[src/rtl/decode_stage_pkg.sv]
// Shared control enums, opcode constants and the ID/EX bundle type for the RV64I decode stage.
// Opcode classification helpers are used by the decoder and the hazard logic.
package decode_stage_pkg;

    localparam int unsigned PC_W = 64;

    localparam logic [6:0] OPC_LOAD   = 7'b0000011;
    localparam logic [6:0] OPC_STORE  = 7'b0100011;
    localparam logic [6:0] OPC_IMM    = 7'b0010011;
    localparam logic [6:0] OPC_REG    = 7'b0110011;
    localparam logic [6:0] OPC_BRANCH = 7'b1100011;
    localparam logic [6:0] OPC_JAL    = 7'b1101111;
    localparam logic [6:0] OPC_JALR   = 7'b1100111;
    localparam logic [6:0] OPC_LUI    = 7'b0110111;
    localparam logic [6:0] OPC_AUIPC  = 7'b0010111;
    localparam logic [6:0] OPC_IMMW   = 7'b0011011;
    localparam logic [6:0] OPC_REGW   = 7'b0111011;

    typedef enum logic [2:0] {I_IMM, S_IMM, B_IMM, U_IMM, J_IMM} immgen_op_t;

    typedef enum logic [3:0] {
        ALU_ADD, ALU_SUB, ALU_SLL, ALU_SLT, ALU_SLTU, ALU_XOR, ALU_SRL, ALU_SRA,
        ALU_OR, ALU_AND, ALU_ADDW, ALU_SUBW, ALU_SLLW, ALU_SRLW, ALU_SRAW
    } alu_op_t;

    typedef enum logic [2:0] {
        CMP_NO, CMP_EQ, CMP_NE, CMP_LT, CMP_GE, CMP_LTU, CMP_GEU
    } cmp_op_t;

    typedef enum logic [1:0] {ASEL_REG, ASEL_PC, ASEL_ZERO} alu_asel_t;
    typedef enum logic {BSEL_IMM, BSEL_REG} alu_bsel_t;
    typedef enum logic [1:0] {WB_SEL0, WB_ALU, WB_MEM, WB_PC4} wb_sel_t;

    typedef enum logic [2:0] {
        MEM_NO, MEM_B, MEM_H, MEM_W, MEM_D, MEM_BU, MEM_HU, MEM_WU
    } mem_op_t;

    typedef enum logic [1:0] {NPC_PC4, NPC_BR, NPC_JAL, NPC_JALR} npc_sel_t;

    typedef struct packed {
        logic       we_reg;
        logic       we_mem;
        logic       re_mem;
        npc_sel_t   npc_sel;
        immgen_op_t immgen_op;
        alu_op_t    alu_op;
        cmp_op_t    cmp_op;
        alu_asel_t  alu_asel;
        alu_bsel_t  alu_bsel;
        wb_sel_t    wb_sel;
        mem_op_t    mem_op;
        logic       illegal;
    } ctrl_t;

    typedef struct packed {
        logic [PC_W-1:0] pc;
        logic [31:0]     inst;
        logic [4:0]      rs1;
        logic [4:0]      rs2;
        logic [4:0]      rd;
        logic            we_reg;
        logic            we_mem;
        logic            re_mem;
        npc_sel_t        npc_sel;
        immgen_op_t      immgen_op;
        alu_op_t         alu_op;
        cmp_op_t         cmp_op;
        alu_asel_t       alu_asel;
        alu_bsel_t       alu_bsel;
        wb_sel_t         wb_sel;
        mem_op_t         mem_op;
        logic            illegal;
    } id_ex_t;

    function automatic logic op_uses_rs1(input logic [6:0] opcode);
        return !(opcode inside {OPC_LUI, OPC_AUIPC, OPC_JAL});
    endfunction

    function automatic logic op_uses_rs2(input logic [6:0] opcode);
        return opcode inside {OPC_STORE, OPC_REG, OPC_REGW, OPC_BRANCH};
    endfunction

    // SUB only exists in the register form; SRAI/SRA share funct7[5] with SRLI/SRL.
    function automatic alu_op_t alu_arith(input logic [2:0] funct3, input logic alt,
                                          input logic is_reg);
        alu_op_t op;
        case (funct3)
            3'd0:    op = (alt & is_reg) ? ALU_SUB : ALU_ADD;
            3'd1:    op = ALU_SLL;
            3'd2:    op = ALU_SLT;
            3'd3:    op = ALU_SLTU;
            3'd4:    op = ALU_XOR;
            3'd5:    op = alt ? ALU_SRA : ALU_SRL;
            3'd6:    op = ALU_OR;
            default: op = ALU_AND;
        endcase
        return op;
    endfunction

    function automatic alu_op_t alu_word(input logic [2:0] funct3, input logic alt,
                                         input logic is_reg);
        alu_op_t op;
        case (funct3)
            3'd0:    op = (alt & is_reg) ? ALU_SUBW : ALU_ADDW;
            3'd1:    op = ALU_SLLW;
            3'd5:    op = alt ? ALU_SRAW : ALU_SRLW;
            default: op = ALU_ADDW;
        endcase
        return op;
    endfunction

endpackage

[src/rtl/inst_decoder.sv]
// Combinational RV64I instruction decoder: opcode/funct fields to control fields, illegal flag
// and register-use classification.
module inst_decoder
    import decode_stage_pkg::*;
#(
    parameter bit RV64_EN = 1'b1
) (
    input  logic [6:0] opcode,
    input  logic [2:0] funct3,
    input  logic       funct7_5,
    output ctrl_t      ctrl,
    output logic       use_rs1,
    output logic       use_rs2
);

    assign use_rs1 = op_uses_rs1(opcode);
    assign use_rs2 = op_uses_rs2(opcode);

    always_comb begin
        ctrl = '0;
        case (opcode)
            OPC_LOAD: begin
                ctrl.we_reg = 1'b1;
                ctrl.re_mem = 1'b1;
                ctrl.wb_sel = WB_MEM;
                case (funct3)
                    3'd0: ctrl.mem_op = MEM_B;
                    3'd1: ctrl.mem_op = MEM_H;
                    3'd2: ctrl.mem_op = MEM_W;
                    3'd3: begin
                        ctrl.mem_op  = MEM_D;
                        ctrl.illegal = ~RV64_EN;
                    end
                    3'd4: ctrl.mem_op = MEM_BU;
                    3'd5: ctrl.mem_op = MEM_HU;
                    3'd6: begin
                        ctrl.mem_op  = MEM_WU;
                        ctrl.illegal = ~RV64_EN;
                    end
                    default: ctrl.illegal = 1'b1;
                endcase
            end
            OPC_STORE: begin
                ctrl.we_mem    = 1'b1;
                ctrl.immgen_op = S_IMM;
                case (funct3)
                    3'd0: ctrl.mem_op = MEM_B;
                    3'd1: ctrl.mem_op = MEM_H;
                    3'd2: ctrl.mem_op = MEM_W;
                    3'd3: begin
                        ctrl.mem_op  = MEM_D;
                        ctrl.illegal = ~RV64_EN;
                    end
                    default: ctrl.illegal = 1'b1;
                endcase
            end
            OPC_IMM: begin
                ctrl.we_reg = 1'b1;
                ctrl.wb_sel = WB_ALU;
                ctrl.alu_op = alu_arith(funct3, funct7_5, 1'b0);
            end
            OPC_REG: begin
                ctrl.we_reg   = 1'b1;
                ctrl.wb_sel   = WB_ALU;
                ctrl.alu_bsel = BSEL_REG;
                ctrl.alu_op   = alu_arith(funct3, funct7_5, 1'b1);
            end
            OPC_BRANCH: begin
                // ALU forms the target; the comparator decides the direction.
                ctrl.immgen_op = B_IMM;
                ctrl.alu_asel  = ASEL_PC;
                ctrl.npc_sel   = NPC_BR;
                case (funct3)
                    3'd0:    ctrl.cmp_op = CMP_EQ;
                    3'd1:    ctrl.cmp_op = CMP_NE;
                    3'd4:    ctrl.cmp_op = CMP_LT;
                    3'd5:    ctrl.cmp_op = CMP_GE;
                    3'd6:    ctrl.cmp_op = CMP_LTU;
                    3'd7:    ctrl.cmp_op = CMP_GEU;
                    default: ctrl.illegal = 1'b1;
                endcase
            end
            OPC_JAL: begin
                ctrl.we_reg    = 1'b1;
                ctrl.immgen_op = J_IMM;
                ctrl.alu_asel  = ASEL_PC;
                ctrl.wb_sel    = WB_PC4;
                ctrl.npc_sel   = NPC_JAL;
            end
            OPC_JALR: begin
                ctrl.we_reg  = 1'b1;
                ctrl.wb_sel  = WB_PC4;
                ctrl.npc_sel = NPC_JALR;
            end
            OPC_LUI: begin
                ctrl.we_reg    = 1'b1;
                ctrl.immgen_op = U_IMM;
                ctrl.alu_asel  = ASEL_ZERO;
                ctrl.wb_sel    = WB_ALU;
            end
            OPC_AUIPC: begin
                ctrl.we_reg    = 1'b1;
                ctrl.immgen_op = U_IMM;
                ctrl.alu_asel  = ASEL_PC;
                ctrl.wb_sel    = WB_ALU;
            end
            OPC_IMMW: begin
                ctrl.we_reg  = 1'b1;
                ctrl.wb_sel  = WB_ALU;
                ctrl.alu_op  = alu_word(funct3, funct7_5, 1'b0);
                ctrl.illegal = ~RV64_EN;
            end
            OPC_REGW: begin
                ctrl.we_reg   = 1'b1;
                ctrl.wb_sel   = WB_ALU;
                ctrl.alu_bsel = BSEL_REG;
                ctrl.alu_op   = alu_word(funct3, funct7_5, 1'b1);
                ctrl.illegal  = ~RV64_EN;
            end
            default: ctrl.illegal = 1'b1;
        endcase

        // An illegal instruction must not change architectural or memory state.
        if (ctrl.illegal) begin
            ctrl.we_reg  = 1'b0;
            ctrl.we_mem  = 1'b0;
            ctrl.re_mem  = 1'b0;
            ctrl.mem_op  = MEM_NO;
            ctrl.wb_sel  = WB_SEL0;
            ctrl.npc_sel = NPC_PC4;
        end
    end

endmodule

[src/rtl/decode_stage.sv]
// Registered ID/EX decode stage with valid/ready handshake, load-use bubble insertion,
// synchronous flush and a saturating stall counter.
module decode_stage
    import decode_stage_pkg::*;
#(
    parameter int unsigned XLEN    = 64,
    parameter bit          RV64_EN = 1'b1,
    parameter int unsigned CNT_W   = 32
) (
    input  logic             clk,
    input  logic             rstn,
    input  logic             flush,
    input  logic             if_valid,
    output logic             if_ready,
    input  logic [31:0]      if_inst,
    input  logic [XLEN-1:0]  if_pc,
    output logic             ex_valid,
    input  logic             ex_ready,
    output id_ex_t           ex_bundle,
    output logic [CNT_W-1:0] stall_cnt
);

    ctrl_t            dec_ctrl;
    logic             use_rs1;
    logic             use_rs2;
    logic [4:0]       rs1;
    logic [4:0]       rs2;
    logic             hz;
    logic             accept;
    id_ex_t           bundle_d, bundle_q;
    logic             valid_d, valid_q;
    logic [CNT_W-1:0] cnt_d, cnt_q;

    inst_decoder #(
        .RV64_EN(RV64_EN)
    ) u_inst_decoder (
        .opcode  (if_inst[6:0]),
        .funct3  (if_inst[14:12]),
        .funct7_5(if_inst[30]),
        .ctrl    (dec_ctrl),
        .use_rs1 (use_rs1),
        .use_rs2 (use_rs2)
    );

    assign rs1 = if_inst[19:15];
    assign rs2 = if_inst[24:20];

    always_comb begin
        bundle_d           = '0;
        bundle_d.pc        = PC_W'(if_pc);
        bundle_d.inst      = if_inst;
        bundle_d.rs1       = rs1;
        bundle_d.rs2       = rs2;
        bundle_d.rd        = if_inst[11:7];
        bundle_d.we_reg    = dec_ctrl.we_reg;
        bundle_d.we_mem    = dec_ctrl.we_mem;
        bundle_d.re_mem    = dec_ctrl.re_mem;
        bundle_d.npc_sel   = dec_ctrl.npc_sel;
        bundle_d.immgen_op = dec_ctrl.immgen_op;
        bundle_d.alu_op    = dec_ctrl.alu_op;
        bundle_d.cmp_op    = dec_ctrl.cmp_op;
        bundle_d.alu_asel  = dec_ctrl.alu_asel;
        bundle_d.alu_bsel  = dec_ctrl.alu_bsel;
        bundle_d.wb_sel    = dec_ctrl.wb_sel;
        bundle_d.mem_op    = dec_ctrl.mem_op;
        bundle_d.illegal   = dec_ctrl.illegal;
    end

    // Load data is not forwardable from EX, so a dependent consumer waits one cycle.
    assign hz = valid_q & bundle_q.re_mem & (bundle_q.rd != 5'd0) & if_valid &
                ((use_rs1 & (rs1 == bundle_q.rd)) | (use_rs2 & (rs2 == bundle_q.rd)));

    assign if_ready = rstn & ~flush & ~hz & (~valid_q | ex_ready);
    assign accept   = if_valid & if_ready;

    always_comb begin
        valid_d = valid_q;
        if (flush) begin
            valid_d = 1'b0;
        end else if (accept) begin
            valid_d = 1'b1;
        end else if (valid_q & ex_ready) begin
            valid_d = 1'b0;
        end
    end

    always_comb begin
        cnt_d = cnt_q;
        if (hz & ex_ready & ~flush & ~(&cnt_q)) begin
            cnt_d = cnt_q + CNT_W'(1);
        end
    end

    always_ff @(posedge clk or negedge rstn) begin
        if (!rstn) begin
            valid_q  <= 1'b0;
            bundle_q <= '0;
            cnt_q    <= '0;
        end else begin
            valid_q <= valid_d;
            cnt_q   <= cnt_d;
            if (accept) begin
                bundle_q <= bundle_d;
            end
        end
    end

    assign ex_valid  = valid_q;
    assign ex_bundle = bundle_q;
    assign stall_cnt = cnt_q;

endmodule

[config.mk]
export PLATFORM = sky130hd
export DESIGN_NAME = decode_stage
export DESIGN_NICKNAME = d
export VERILOG_FILES = /design/src/rtl/decode_stage_pkg.sv /design/src/rtl/inst_decoder.sv /design/src/rtl/decode_stage.sv
export SDC_FILE = /design/constraint.sdc
export NUM_CORES = 1
export LEC_CHECK = 0
export CAP_MARGIN = 30
export CORE_UTILIZATION = 40
export DETAILED_ROUTE_END_ITERATION = 10
export PLACE_DENSITY = 0.77
export SYNTH_ARGS = -nofsm -noshare
export SYNTH_HDL_FRONTEND = slang
export SYNTH_SLANG_ARGS = --single-unit
[constraint.sdc]
create_clock -name clk -period 2.5 [get_ports clk]
set_input_delay 0.375 -clock clk [delete_from_list [all_inputs] [get_ports clk]]
set_output_delay 0.375 -clock clk [all_outputs]
set_load 0.005 [all_outputs]
[After elaboration in Yosys (flattened, before gate mapping)]
Index checks and enable logic that the tools add are counted.
Word-level totals
  flip-flop bits (word level): 168
  word-level logic and storage cells: 108
  bits in read-only memories: 0
  memories: 0
  latch bits: 0
  memory bits (writable): 0
Cells by class
  multipliers: 0
  bitwise logic cells: 20
  equal/unequal tests: 20
  $lt $le $gt $ge: 0
  divide/modulo/power cells: 0
  shift-type cells: 0
  reductions and logical operators: 17
  multiplexer cells: 31
  add/sub/neg operators: 1
Operator list (count)
  $pmux W4 S7: 2
  $add A32 B1 Y32 const B: 1
  $reduce_and A32 Y1: 1
  $eq A7 B6 Y1 const B: 4
  $pmux W3 S4: 2
  $eq A7 B5 Y1 const B: 3
  $eq A7 B7 Y1 const B: 3
  $pmux W3 S7: 1
  $pmux W3 S6: 1
  $pmux W4 S4: 1
  $and A1 B1 Y1: 14
  $mux W1: 13
  $eq A3 B3 Y1 const B: 4
  $pmux W2 S3: 2
  $pmux W4 S3: 1
  $reduce_or A6 Y1: 2
  $eq A5 B5 Y1: 2
  $mux W5: 2
  $reduce_or A9 Y1: 1
  $pmux W4 S2: 1
  $reduce_or A8 Y1: 1
  $eq A7 B2 Y1 const B: 1
  $reduce_or A7 Y1: 1
  $eq A3 B2 Y1 const B: 2
  16 further kinds: 23

[Longest topological paths before layout]
Gate-level depths: netlist of the first run.
  depth in word-level cells: 12
  mapped depth: 10

[Cells and area by module]
From an unflattened synthesis of the first run, not the netlist that was laid out.
Second synthesis, totals
  cells, all modules: 540
  area, all modules: 7228.2 µm²
By module, submodules not included
  decode_stage: instances 1, cells each 435, area each 6622.6 µm², seq. area each 3828.7 µm²
  inst_decoder: instances 1, cells each 105, area each 605.6 µm², seq. area each 0.0 µm²

[Worst setup path after synthesis of the first run]
No wires, ideal clock.
  kind: register to register
  start: register, netlist name ex_bundle[47]
  end: register bundle_q, in the netlist ex_bundle[100]
  arrival time: 2335 ps
  data required time: 2375 ps
  setup time: 125 ps
  buffers on the path: 3
  cell stages (with the launch flop): 9
  path slack: 40 ps
  clock period less this slack: 2460 ps
  cell sequence: dfrtp_1 -> or4_1 -> o2111ai_2 -> nor4_1 -> nor4b_2 -> buf_6 -> buf_8 -> buf_8 -> mux2_4
RTL lines
  end signal, assigned: line decode_stage.sv:103  | bundle_q <= bundle_d;
  end, declared: line decode_stage.sv:30  | id_ex_t bundle_d, bundle_q;

==> results of run 1 <==
[worst min path at each step]
stage	from	endpoint	cells past startpoint
finish	rstn	ex_bundle[6]	2
global route	rstn	ex_bundle[6]	2
CTS	rstn	ex_bundle[53]	2
detailed placement	ex_bundle[15]	ex_bundle[15]	1
global placement	ex_bundle[23]	ex_bundle[23]	2
floorplan	rstn	ex_bundle[0]	0
[flip-flops by register name (all words and copies together) (netlist names)]
signal,flops
ex_bundle,120
stall_cnt,32
ex_valid,1
[cell type report]
| type | count | area, um^2 | area share |
|---|---|---|---|
| well taps | 220 | 275 | 0.0240 |
| multi-input cells | 343 | 3130 | 0.273 |
| repair buffers | 339 | 3520 | 0.308 |
| flip-flops and latches | 153 | 3830 | 0.334 |
| clock inverters | 7 | 164 | 0.0143 |
| clock buffers | 23 | 488 | 0.0426 |
| inverters | 10 | 45.0 | 0.00393 |
[power groups by stage]
stage                     combinational [uW]  clock, uW  sequential, uW
after floorplan                          576          0            3080
after global placement                  1700          0            3040
after detailed placement                1720          0            3060
after CTS                               1850       2880            3030
after global routing                    2020       2990            3070
final                                   1910       2840            3040
[routing by layer]
layer  global-route usage  vias up
li1                     -     2543
met1                0.273     2705
met2                0.375      237
met3               0.0559       24
met4               0.0764        0
met5                    0        -
[stage by stage]
step                cells  area (um^2)
detailed placement   1044        10100
finish               1095        11500
CTS                  1084        11100
floorplan             549         6960
global route         1095        11500
global placement     1044        10100
[cells in the final DEF (no fill, tap or decap), types with 5 or more instances in the layout]
| master | Yosys | layout |
|---|---|---|
| a21oi_1 | 14 | 9 |
| buf_16 | 0 | 5 |
| nand3_1 | 26 | 25 |
| buf_4 | 26 | 40 |
| and2_1 | 5 | 5 |
| bufinv_16 | 0 | 5 |
| mux2_2 | 73 | 23 |
| nand2_1 | 30 | 30 |
| dfrtp_1 | 153 | 153 |
| and3_1 | 7 | 7 |
| a21oi_2 | 0 | 5 |
| buf_6 | 1 | 13 |
| nand2b_1 | 10 | 7 |
| clkbuf_16 | 0 | 21 |
| clkdlybuf4s50_1 | 0 | 263 |
| nor2_1 | 26 | 22 |
| nor3_1 | 12 | 12 |
| nand4_1 | 10 | 10 |
| inv_1 | 9 | 9 |
| mux2_4 | 30 | 80 |
| buf_12 | 0 | 6 |
| xnor2_1 | 43 | 43 |
[cell usage after synthesis, types with 3 or more instances]
library cell  instances  area share
dfrtp_1             153        0.55
buf_2                 6      0.0043
nor2_1               26       0.014
o21ai_0               9      0.0065
and3_1                7      0.0063
or2_2                 3      0.0027
buf_8                 4      0.0086
clkbuf_1              6      0.0032
nand2_1              30       0.016
o31ai_1               4      0.0043
nand4b_1              4      0.0050
nand2b_1             10      0.0090
mux2_4               30       0.065
nand3b_1              4      0.0043
or4_1                 3      0.0032
a21oi_1              14       0.010
and4_1                3      0.0038
nand4_1              10      0.0090
mux2_2               73        0.12
nor3_1               12      0.0086
inv_1                 9      0.0049
xnor2_1              43       0.054
and2_1                5      0.0045
nor4_1                3      0.0027
nand3_1              26       0.019
buf_4                26       0.028
[logic make-up after synthesis]
| logic type | count (synthesis) | share of synthesized area |
|---|---|---|
| multiplexers | 104 | 0.184 |
| flip-flops | 153 | 0.550 |
| adder cells (fa/ha/maj) | 1 | 0.00180 |
| AO/OA/AOI/OAI | 43 | 0.0426 |
| XOR/XNOR | 43 | 0.0541 |
| buffers and inverters | 53 | 0.0512 |
| AND/OR/NAND/NOR | 152 | 0.116 |
[worst max-delay path, cell delays in order (launching register included)]
cell	delay, ns
dfrtp_1	0.37
or4_4	0.55
o2111ai_4	0.21
buf_6	0.13
a2111oi_4	0.03
buf_4	0.15
nor4b_4	0.25
buf_6	0.18
buf_12	0.15
clkbuf_16	0.16
mux2_2	0.33
[timing repair]
action	CTS	global route
setup buffers	7	7
endpoints found under the setup margin	113	123
cloned	4	4
gates resized for setup	65	62
pin swaps	2	5
==> flow_summary.toml, run 1 <==
[run_status]
status = "finished with violations"
violations = "negative setup slack"

[worst_setup_path]
required_ns = 2.79
worstPathArrival_ns = 2.93
path_class = "register to register"
start_kind = "register"
worstSetupEndpoint = "ex_bundle[70]"
end_kind = "register"
r2r_cells = 10
critPathLaunch = "ex_bundle[47]"
r2r_start = "ex_bundle[47]"
critPathMaxFanout = 6
r2r_setup_slack_ns = -0.14
r2r_end = "ex_bundle[70]"

[power_and_ir_drop]
ir_drop_v = 0.000465
pwr-share-comb = 0.245
leakage_uw = 0.00479
power.total_uw = 7780
power_switching_uw = 1760
p_int_uw = 6020
power_density_nw_per_um2 = 679
switching_share = 0.227
clkPwrFrac = 0.365
pwr-share-seq = 0.390

[clock_tree]
cts-root-buf = "clkbuf_16"
cts_tree = "done"
clock_latency_ns = 0.41
ctsLongestPathBuffers = 2
h-tree-depth = 4
clock_sinks = 153
clk_pin_slew_ns = 0.06
hold_buffers = 0
numCtsBuffers = 17

[route]
drt_iter0_drc = 266
met3_length_mm = 1.33
met1_length_mm = 8.50
vias_per_cell = 5.03
vias = 5509
wl_met2_mm = 10.1
ant_nets = 0
wire_per_inst_um = 18.6
drc_errors = 0
highest_layer = "met4"
drtPass1Iterations = 4
wl_mm = 20.3

[sta]
grt_setup_unrepaired = "yes"
finalSetupTns_ns = -8.72
clock.fmax_mhz = 379
maxSlewViolCount = 0
timing.hold.ws_ns = 0.0612
fin_crit_sh = 1.06
worst_pin_slew_ns = 0.877
final.setup.worst_slack_ns = -0.139
fin_crit_ns = 2.64
hold_violations = 0
final.setup_skew_ns = 0.00663
relSlewSlack = 0.416
setup_viol = 95

[floorplan]
rows = 47
die_h_um = 134
start_util = 0.414
dieWidth_um = 134
io_pins = 270
core_area_um2 = 16800
dieArea_um2 = 17900

[worst_hold_path]
worstHoldPathType = "input pin to async pin"

[synthesis]
synth_area_um2 = 6960
synth-edff-count = 0
syn_inst = 549
synth_ff_type = "dfrtp_1"
yosysWarningCount = 0
yosysSeqAreaShare = 0.550
synth_nets = 651
post_synth.cell_area_avg_um2 = 12.7
ys_types = 46
async_flop_share = 1.00
synth_seq_cells = 153

[final_layout]
final_layout_size_suffix_gt1_frac = 0.267
fillers = 1186
utilization = 0.681
syn2layout_area_growth_pct = 64.4
nets = 966
n_antenna_cell = 0

[place]
place.detailed.hpwl_mm = 13.9
io_buffers = 269
place_ws_ns = -0.517
gp_congestion = 0.840

[grt]
grt_pass1_vias = 5760
grt_max_degree = 154
grt_pass1_wl_mm = 30.7
antenna_found_initial = 0
grt_usage = 0.221
grt_remaining_overflow = 0

[run]
max-cap-violations = 0
Power figures use the tool's default switching activity.
==> inputs of run 2 (changes only) <==
--- a/config.mk
+++ b/config.mk
@@ -6,9 +6,9 @@
 export NUM_CORES = 1
 export LEC_CHECK = 0
 export CAP_MARGIN = 30
-export CORE_UTILIZATION = 40
+export CORE_UTILIZATION = 44
 export DETAILED_ROUTE_END_ITERATION = 10
-export PLACE_DENSITY = 0.77
+export PLACE_DENSITY_LB_ADDON = 0.2
 export SYNTH_ARGS = -nofsm -noshare
 export SYNTH_HDL_FRONTEND = slang
 export SYNTH_SLANG_ARGS = --single-unit
==> constraint.sdc (replaced) <==
create_clock -name clk -period 2.9 [get_ports clk]
set_input_delay 0.435 -clock clk [delete_from_list [all_inputs] [get_ports clk]]
set_output_delay 0.435 -clock clk [all_outputs]
set_load 0.005 [all_outputs]
==> run 2 against run 1 <==
Effect of this change:
- the flow now finishes without violations
- clock skew grew 0.0031 ns
- largest cell class unchanged
- critical path depth shrank 4
- critical endpoint is now if_ready
- wire length decreased by 11%
- global-route usage increased by 0.48 points
==> flow_summary.toml, run 2 (synthesized netlist as in run 1, its figures left out) <==
[run_status]
status = "complete, no violations"

[sta]
relSlewSlack = 0.419
setup_viol = 0
fin_crit_ns = 2.80
worst_pin_slew_ns = 0.871
timing.hold.ws_ns = 0.135
maxSlewViolCount = 0
final.setup_skew_ns = 0.00974
finalSetupTns_ns = 0
fin_crit_sh = 0.964
clock.fmax_mhz = 358
hold_violations = 0

[worst_setup_path]
required_ns = 2.47
start_kind = "input pin"
worstPathArrival_ns = 2.36
path_class = "input pin to primary output"
critPathMaxFanout = 2
end_kind = "primary output"
path_depth = 6
cp_top_family = "simple AND/OR/NAND/NOR gates"
r2r_start = "ex_bundle[47]"
path_cells = "clkdlybuf4s50_1 > or4_4 > a2111oi_4 > or2_4 > nor2_1 > clkdlybuf4s15_1"
critPathLaunch = "if_inst[3]"
slowest_stage = "or4_4"
critPathBufInv = 2
r2r_cells = 8
max_stage_delay_ns = 0.57
worstSetupEndpoint = "if_ready"
r2r_end = "ex_bundle[132]"
r2r_setup_slack_ns = 0.22

[final_layout]
mostFrequentLayoutCell = "clkdlybuf4s50_1"
largest_register_ff_count = 120
utilization = 0.692
final_layout_size_suffix_gt1_frac = 0.214
syn2layout_area_growth_pct = 52.2
layout_common_cells = "261 x clkdlybuf4s50_1, 153 x dfrtp_1, 73 x mux2_2"
n_antenna_cell = 0
seqCellArea_um2 = 3830
nets = 934
multiInputGateArea_um2 = 2810
fillers = 1120

[grt]
grt_remaining_overflow = 0
antenna_found_initial = 0
grt_usage = 0.226
grt_pass1_wl_mm = 28.5
grt_max_degree = 154
grt_pass1_vias = 5542

[clock_tree]
ctsLongestPathBuffers = 2
h-tree-depth = 4
clock_latency_ns = 0.41
numCtsBuffers = 17
clock_sinks = 153
clk_pin_slew_ns = 0.06
hold_buffers = 0
cts-root-buf = "clkbuf_16"
cts_tree = "done"

[route]
wire_per_inst_um = 17.2
drc_errors = 0
wl_mm = 18.1
vias_per_cell = 5.07
vias = 5347
drt_iter0_drc = 305
drtPass1Iterations = 4
ant_nets = 0

[run]
max-cap-violations = 0

[power_and_ir_drop]
ir_drop_v = 0.000391
leakage_uw = 0.00435
power.total_uw = 6320
power_density_nw_per_um2 = 596

[place]
gp_congestion = 0.831
place.detailed.hpwl_mm = 13.4
io_buffers = 269

[floorplan]
start_util = 0.455
dieWidth_um = 128
rows = 45
io_pins = 270
die_h_um = 128
core_area_um2 = 15300
dieArea_um2 = 16300

[worst_hold_path]
worstHoldPathType = "input pin to async pin"
-- run 2: how the worst min path moves through the flow --
stage                  from        endpoint  slack, ns  depth (start not counted)
2_1_floorplan          rstn    ex_bundle[0]       0.14                          0
3_3_place_gp   ex_bundle[2]    ex_bundle[2]       0.48                          2
3_5_place_dp   ex_bundle[1]    ex_bundle[1]       0.48                          2
4_1_cts                rstn  ex_bundle[110]       0.24                          2
5_1_grt                rstn  ex_bundle[113]       0.27                          2
6_report               rstn   ex_bundle[40]       0.14                          2
-- run 2: repair_timing --
action | in CTS | in global routing
setup endpoints to repair | 1 | 1
setup buffers | 0 | 0
pin swaps | 2 | 3
resized for setup | 7 | 5
-- run 2: final cells by class --
cell class / count / area share
inverter: 10 / 0.00354
tap: 211 / 0.0249
multi-input combinational: 343 / 0.265
clock inverter: 7 / 0.0109
timing repair buffer: 307 / 0.288
sequential: 153 / 0.361
clock buffer: 24 / 0.0464
-- run 2: stage by stage --
stage          setup WS, ns  area, um^2  std cells
2_1_floorplan         0.440        6960        549
3_3_place_gp         -0.306        9970       1024
3_5_place_dp         -0.288        9970       1024
4_1_cts              0.0138       10600       1055
5_1_grt            -0.00151       10600       1055
6_report              0.103       10600       1055
-- run 2: layer usage --
layer / track usage / wire [um]
met4: 0.0824 / 320
met5: 0 / 0
met3: 0.0835 / 1670
met1: 0.265 / 7230
met2: 0.380 / 8920
-- run 2: worst reg2reg max path: stages (launching register included) --
cell	delay, ns
dfrtp_1	0.37
or4_1	0.58
o2111ai_4	0.25
nor4_1	0.10
buf_4	0.15
nor4b_4	0.34
buf_12	0.20
buf_12	0.21
mux2_2	0.36
-- run 2: where the power goes --
part	internal [uW]	switching, uW	total, uW	leakage [uW]
Clock	1440	823	2260	0.000292
Combinational	1010	446	1460	0.00215
Sequential	2430	178	2610	0.00191
==> inputs of run 3 (changes only) <==
--- a/config.mk
+++ b/config.mk
@@ -7,6 +7,7 @@
 export LEC_CHECK = 0
 export CAP_MARGIN = 30
 export CORE_UTILIZATION = 44
+export CTS_CLUSTER_SIZE = 16
 export DETAILED_ROUTE_END_ITERATION = 10
 export PLACE_DENSITY_LB_ADDON = 0.2
 export SYNTH_ARGS = -nofsm -noshare
==> results of run 3 <==
Final layout, timing and power as in run 2 (identical DEF).
